$ cat src/rtl/instr_fetch_ctrl.sv
// Fetch sequencer: owns the PC, issues one aligned fetch per cycle to a 1-cycle sync
// instruction memory and buffers returned words for decode behind a valid/ready handshake.
module instr_fetch_ctrl #(
    parameter logic [63:0] RESET_PC  = 64'h0,
    parameter int          BUF_DEPTH = 2
) (
    input  logic        clk,
    input  logic        rst_n,
    input  logic        fetch_en,
    input  logic        redirect_valid,
    input  logic [63:0] redirect_pc,
    output logic [63:0] imem_addr,
    input  logic [31:0] imem_instr,
    output logic        if_valid,
    input  logic        if_ready,
    output logic [63:0] if_pc,
    output logic [31:0] if_instr
);

    localparam int PTR_W = (BUF_DEPTH > 1) ? $clog2(BUF_DEPTH) : 1;
    localparam int CNT_W = $clog2(BUF_DEPTH + 1);

    logic [63:0]      pc;
    logic [63:0]      req_pc;
    logic             inflight;
    logic [63:0]      buf_pc    [BUF_DEPTH];
    logic [31:0]      buf_instr [BUF_DEPTH];
    logic [PTR_W-1:0] rd_ptr;
    logic [PTR_W-1:0] wr_ptr;
    logic [CNT_W-1:0] count;

    logic             pop;
    logic             push;
    logic             issue;
    logic [CNT_W:0]   occupancy;

    function automatic logic [PTR_W-1:0] next_ptr(input logic [PTR_W-1:0] ptr);
        return (ptr == PTR_W'(BUF_DEPTH - 1)) ? '0 : ptr + PTR_W'(1);
    endfunction

    assign imem_addr = pc;
    assign if_valid  = (count != '0);
    assign if_pc     = if_valid ? buf_pc[rd_ptr]    : '0;
    assign if_instr  = if_valid ? buf_instr[rd_ptr] : '0;

    // Credit check: entries held plus the response on its way, less the one leaving now,
    // must leave a free slot, so a response always finds room when it arrives.
    always_comb begin
        pop       = if_valid & if_ready;
        push      = inflight & ~redirect_valid;
        occupancy = {1'b0, count} + {{CNT_W{1'b0}}, inflight} - {{CNT_W{1'b0}}, pop};
        issue     = fetch_en & ~redirect_valid & (occupancy < (CNT_W + 1)'(BUF_DEPTH));
    end

    // NOTE: sequential state uses non-blocking assignments so every register samples
    // pre-edge values, independent of block ordering.
    always_ff @(posedge clk or negedge rst_n) begin
        if (!rst_n) begin
            pc       <= RESET_PC;
            req_pc   <= '0;
            inflight <= 1'b0;
            rd_ptr   <= '0;
            wr_ptr   <= '0;
            count    <= '0;
        end else if (redirect_valid) begin
            pc       <= redirect_pc & ~64'h3;
            inflight <= 1'b0;
            rd_ptr   <= '0;
            wr_ptr   <= '0;
            count    <= '0;
        end else begin
            if (issue) begin
                req_pc <= pc;
                pc     <= pc + 64'd4;
            end
            inflight <= issue;
            if (push) wr_ptr <= next_ptr(wr_ptr);
            if (pop)  rd_ptr <= next_ptr(rd_ptr);
            case ({push, pop})
                2'b10:   count <= count + CNT_W'(1);
                2'b01:   count <= count - CNT_W'(1);
                default: count <= count;
            endcase
        end
    end

    // NOTE: buffer storage is deliberately not reset; outputs are gated by count, so
    // stale contents are never visible and the array can map to plain flops or RAM.
    always_ff @(posedge clk) begin
        if (push) begin
            buf_pc[wr_ptr]    <= req_pc;
            buf_instr[wr_ptr] <= imem_instr;
        end
    end

endmodule

$ cat config.mk
export PLATFORM = sky130hd
export DESIGN_NAME = instr_fetch_ctrl
export DESIGN_NICKNAME = d
export VERILOG_FILES = /design/src/rtl/instr_fetch_ctrl.sv
export SDC_FILE = /design/constraint.sdc
export NUM_CORES = 1
export LEC_CHECK = 0
export ABC_CLOCK_PERIOD_IN_PS = 10100
export CAP_MARGIN = 0
export CORE_ASPECT_RATIO = 0.8
export CORE_MARGIN = 2
export CORE_UTILIZATION = 52
export DETAILED_ROUTE_END_ITERATION = 10
export PLACE_DENSITY = 0.8
export SYNTH_ARGS = -nofsm -noshare
export SYNTH_HDL_FRONTEND = slang
export SYNTH_SLANG_ARGS = --single-unit
$ cat constraint.sdc
create_clock -name clk -period 10.1 [get_ports clk]
set_input_delay 1.01 -clock clk [delete_from_list [all_inputs] [get_ports clk]]
set_output_delay 1.01 -clock clk [all_outputs]
set_load 0.005 [all_outputs]
Word level (Yosys, flattened, before mapping) --
Memories as Yosys holds them, arrays and structs flattened. Cells that the tools add are included.
Cells by class: $add $sub $neg 7, magnitude comparators 1, equality and inequality tests 2, mux-type cells 15, bitwise logic cells 5, reductions and logical operators 6
Operator list (number):
- $mux 64 | 3
- $add 64x3->64 const B | 1
- $mux 32 | 1
- $mux 1 | 9
- $reduce_bool 2->1 | 4
- $and 1x1->1 | 4
- $pmux 2 s2 | 1
- $add 2x1->3 | 1
- $lt 3x2->1 const B | 1
- $reduce_bool 3->1 | 1
- $sub 3x1->3 | 1
- $add 1x1->1 const B | 2
- $add 2x1->2 const B | 1
- $eq 2x1->1 const B | 1
- $eq 2x2->1 const B | 1
- $mux 2 | 1
- $reduce_and 2->1 | 1
- $sub 2x1->2 const B | 1
- $not 1->1 | 1
Storage, ports and cells: register bits after elaboration 133, memory bits (writable) 192, input port bits 101, logic and storage cells 44, memories 2
Memory list:
- buf_pc | depth 2, width 64, rd ports 1, clocked after Yosys merged registers in 0, wr ports 1, line 26 | logic [63:0] buf_pc [BUF_DEPTH];
- buf_instr | depth 2, width 32, rd ports 1, clocked after Yosys merged registers in 0, wr ports 1, line 27 | logic [31:0] buf_instr [BUF_DEPTH];

Longest topological paths before layout --
word-level depth 7, gate-level depth with buffers 14, depth with buffers taken out 12

Worst setup path before layout --
Ideal clock, no wire load.
path kind input port to flip-flop, start in redirect_valid, end mem buf_instr[0][0] (enable), setup time 681 ps, arrival time 8501 ps, data required time 9419 ps, setup slack 918 ps, stages 4, buffers on the path 3, cells stage by stage clkbuf_1 -> clkbuf_1 -> clkbuf_1 -> nor3b_1
On the way: cells in the longest elaborated chain, start to end 4
Ends and longest elaborated chain:
- start: declaration | line 10 | input logic redirect_valid,
- $not 1->1 (no source line)
- $and 1x1->1 | line 50 | push = inflight & ~redirect_valid;
- $mux 1 | line 90 | if (push) begin
- $mux 1 (implied by the code) | line 92 | buf_instr[wr_ptr] <= imem_instr;
- end: declaration | line 27
Every way passes these cells.

Worst setup path after layout --
start in if_ready, end reg pc[60], in the netlist imem_addr[60]
On the way: cells in the longest elaborated chain, start to end 5
Ends and longest elaborated chain:
- start: declaration | line 15 | input logic if_ready,
- $and 1x1->1 | line 49 | pop = if_valid & if_ready;
- $sub 3x1->3 | line 51 | occupancy = {1'b0, count} + {{CNT_W{1'b0}}, inflight} - {{CNT_W{1'b0}}, pop};
- $lt 3x2->1 | line 52 | issue = fetch_en & ~redirect_valid & (occupancy < (CNT_W + 1)'(BUF_DEPTH));
- $and 1x1->1 | line 52
- $reduce_bool 2->1 (no source line)
- end signal: assignment | line 66 | pc <= redirect_pc & ~64'h3;
- end signal: assignment | line 74 | pc <= pc + 64'd4;
- end: declaration | line 23 | logic [63:0] pc;
Every way passes these cells. A chain may end at the register's enable or synchronous reset.

==> results.tsv <==
stage	metric	value	unit
run_status	status	completed	
die	dieArea	27100	um^2
sta	rsz0062_at_grt	no	
clock_tree	h-tree-depth	2	
drt	ant_nets	0	
place	gp_congestion	0.796	
drt	wl_met3	3020	um
layout	final_cell_area	17400	um^2
layout	mostFrequentLayoutCells	253 x clkdlybuf4s50_1, 188 x edfxtp_1, 139 x nor2_1	
yosys	ys.flop_type	edfxtp_1	
setup_path	slowest_stage	nor4_4	
drt	dr.max_layer_used	met4	
clock_tree	clk_path_buf_depth	3	
setup_path	worst-r2r-cell-count	12	
drt	vias_per_cell	5.71	
sta	slew_headroom	25.8	%
layout	diodes	0	
sta	drv_slew	0	
yosys	synthCells	1016	
yosys	synthArstFlopShare	40.7	%
drt	detail_route.wl_per_cell	20.6	um
run	cap_violations	0	
layout	layout.nets	1373	
layout	regArea	8880	um^2
clock_tree	cts_setup_buffers	0	
die	fp-row-count	52	
setup_path	crit_top_cell	nand2_1	
layout	drive_above_1_share	11.1	%
sta	setup_viol	0	
layout	fillerInstances	1775	
drt	vias	9248	
yosys	ys_top_cells_by_area	edfxtp_1 42%, dfrtp_1 24%, mux2i_1 7.1%	
sta	worst_pin_slew	1110	ps
sta	hold_viol	0	
yosys	syn_avg_cell_area	13.2	um^2
place	port_buffers	255	
drt	drt_iter0_drc	696	
power	p_comb_share	21.7	%
power	ir_drop	0.172	mV
clock_tree	root_buffer	clkbuf_16	
clock_tree	ctsHoldBuffers	0	
clock_tree	worstSkewPairLatency	500	ps
setup_path	worstPathArrival	4840	ps
sta	fin_crit	4440	ps
setup_path	reg2reg_from	count[1]	
clock_tree	cts_resized	0	
setup_path	endpoint_kind	flip-flop	
drt	routed_wl	33400	um
layout	area_delta_synth_final	29.8	%
power	seqPwrFrac	46.7	%
drt	wl_met1	14000	um
min_path	hold-path-endpoint	buf_pc[1][20]	
setup_path	regToRegEndpoint	imem_addr[60]	
clock_tree	clock_sinks	317	
global_route	grt_pass1_wl	50900	um
min_path	hold_class	reg -> reg	
drt	firstDrtPassIters	8	
sta	finalSetupTns	0	ps
yosys	synth-edff-count	188	
die	dieWidth	184	um
power	power.switching	1.05	mW
min_path	whs_path_depth	0	
yosys	ys_seq_area_share	66.2	%
power	swShare	26.7	%
yosys	syn_area	13400	um^2
sta	clock.fmax	0.225	GHz
setup_path	crit_type	in -> reg	
global_route	groute.usage.overall	24.3	%
setup_path	start_kind	primary input	
place	dp_hpwl	21300	um
setup_path	critPathMaxFanout	27	
die	start_util	53.0	%
setup_path	crit_chain	clkdlybuf4s50_1 > nand2_1 > inv_1 > ha_1 > nand2b_1 > fa_1 > nand2_1 > nor4_4 > nand3_4 > or4_1 > a31oi_1	
global_route	first_global_vias	9159	
clock_tree	cts_buffers	34	
yosys	synth_top_area_share	42.1	%
power	clkPwrFrac	31.7	%
sta	finClkSkew	18.8	ps
setup_path	crit_path_max_incr_delay	710	ps
min_path	holdCritStartpoint	req_pc[20]	
power	p_leak	6.05	nW
yosys	post-synth-top-area-cell	edfxtp_1	
global_route	grt_max_degree	95	
sta	finalCritPeriodShare	43.9	%
drt	drc_errors	0	
global_route	overflow	0	
layout	multi_input_area	4300	um^2
yosys	yosysWarnings	0	
power	intPower	2.88	mW
drt	wl_met2	15700	um
global_route	antenna_found_initial	0	
clock_tree	clkTransAtPathRegs	60	ps
power	powerDensity	226	nW/um^2
die	pin_count	262	
setup_path	required	10510	ps
layout	final_common_cell	clkdlybuf4s50_1	
die	core-area	25300	um^2
place	place_area	16300	um^2
clock_tree	cts_tree	done	
die	fp.dieH	148	um
setup_path	rrSetupSlack	6070	ps
yosys	synth_cell_types	47	
yosys	yosys_register_bits	317	
-- metal layers --
metal  up-vias  GRT usage, %
li1       4260             -
met1      4544          33.1
met2       385          39.3
met3        59          6.26
met4         0          6.24
met5         -             0
-- cells by family (layout without fill, tap and decap cells) --
| group | after synthesis | in the layout | synth area share, % |
|---|---|---|---|
| AND/OR/NAND/NOR | 348 | 348 | 12.6 |
| flip-flops | 317 | 317 | 66.2 |
| multiplexers | 158 | 158 | 12.4 |
| AO/OA/AOI/OAI | 89 | 89 | 4.05 |
| buffers and inverters | 65 | 341 | 2.01 |
| XOR/XNOR | 35 | 35 | 2.34 |
| adder cells (fa/ha/maj) | 3 | 3 | 0.336 |
| other | 1 | 4 | 0.0280 |
-- how the worst max path moves through the flow --
stage / startpoint / end / cells after the start
2_1_floorplan: redirect_valid / buf_instr[0][0] / 4
3_3_place_gp: if_ready / imem_addr[56] / 11
3_5_place_dp: if_ready / imem_addr[52] / 11
4_1_cts: if_ready / imem_addr[32] / 11
5_1_grt: if_ready / imem_addr[60] / 11
6_report: if_ready / imem_addr[60] / 11
-- flip-flops by register name, indices dropped and copies added (netlist names) --
| signal | cells |
|---|---|
| rd_ptr | 1 |
| inflight | 1 |
| wr_ptr | 1 |
| imem_addr | 62 |
| buf_pc | 124 |
| req_pc | 62 |
| buf_instr | 64 |
| count | 2 |
-- cells in the mapped netlist (3+ instances only) --
library cell / n
a31oi_1: 25
and2_1: 4
and3_1: 4
buf_1: 9
buf_4: 4
clkbuf_1: 37
dfrtp_1: 129
edfxtp_1: 188
inv_1: 11
mux2_2: 63
mux2i_1: 95
nand2_1: 64
nand3_1: 33
nand4_1: 34
nor2_1: 140
nor2b_1: 4
nor3_1: 13
nor4_1: 8
o21ai_0: 40
o31ai_1: 15
or2_2: 3
or3_1: 13
or4_1: 17
xnor2_1: 12
xor2_1: 22
-- worst max-delay path: cells and delay by family --
family	cells	cell delay, ps
and+or+nand+nor	6	2250
adders and majority gates	2	720
buffers and inverters	2	670
AOI/OAI and AO/OA	1	170
-- power groups by stage --
stage | Combinational (mW) | Clock, mW | Sequential [mW]
3_5_place_dp | 0.857 | 0 | 1.86
6_report | 0.851 | 1.24 | 1.83
5_1_grt | 0.922 | 1.31 | 1.86
3_3_place_gp | 0.837 | 0 | 1.83
4_1_cts | 0.864 | 1.26 | 1.83
2_1_floorplan | 0.464 | 0 | 1.79
-- layout make-up --
cell class	count	share of cell area (%)
clock buffer	45	5.73
clock inverter	17	0.784
inverter	12	0.259
multi-input combinational	637	24.7
sequential	317	51.0
tap	324	2.33
timing repair buffer	267	15.2
-- metrics by stage --
step | std cells | utilization [%] | power [mW] | setup slack [ps] | hold WS, ps
global placement | 1557 | 64.3 | 2.67 | 5320 | 442
finish | 1619 | 68.7 | 3.93 | 5660 | 460
global route | 1619 | 68.7 | 4.09 | 5450 | 477
floorplan | 1019 | - | 2.25 | 918 | 438
detailed placement | 1557 | 64.3 | 2.71 | 5180 | 453
CTS | 1619 | 68.7 | 3.96 | 5690 | 463
No activity file was read; power rests on OpenSTA's default activity.
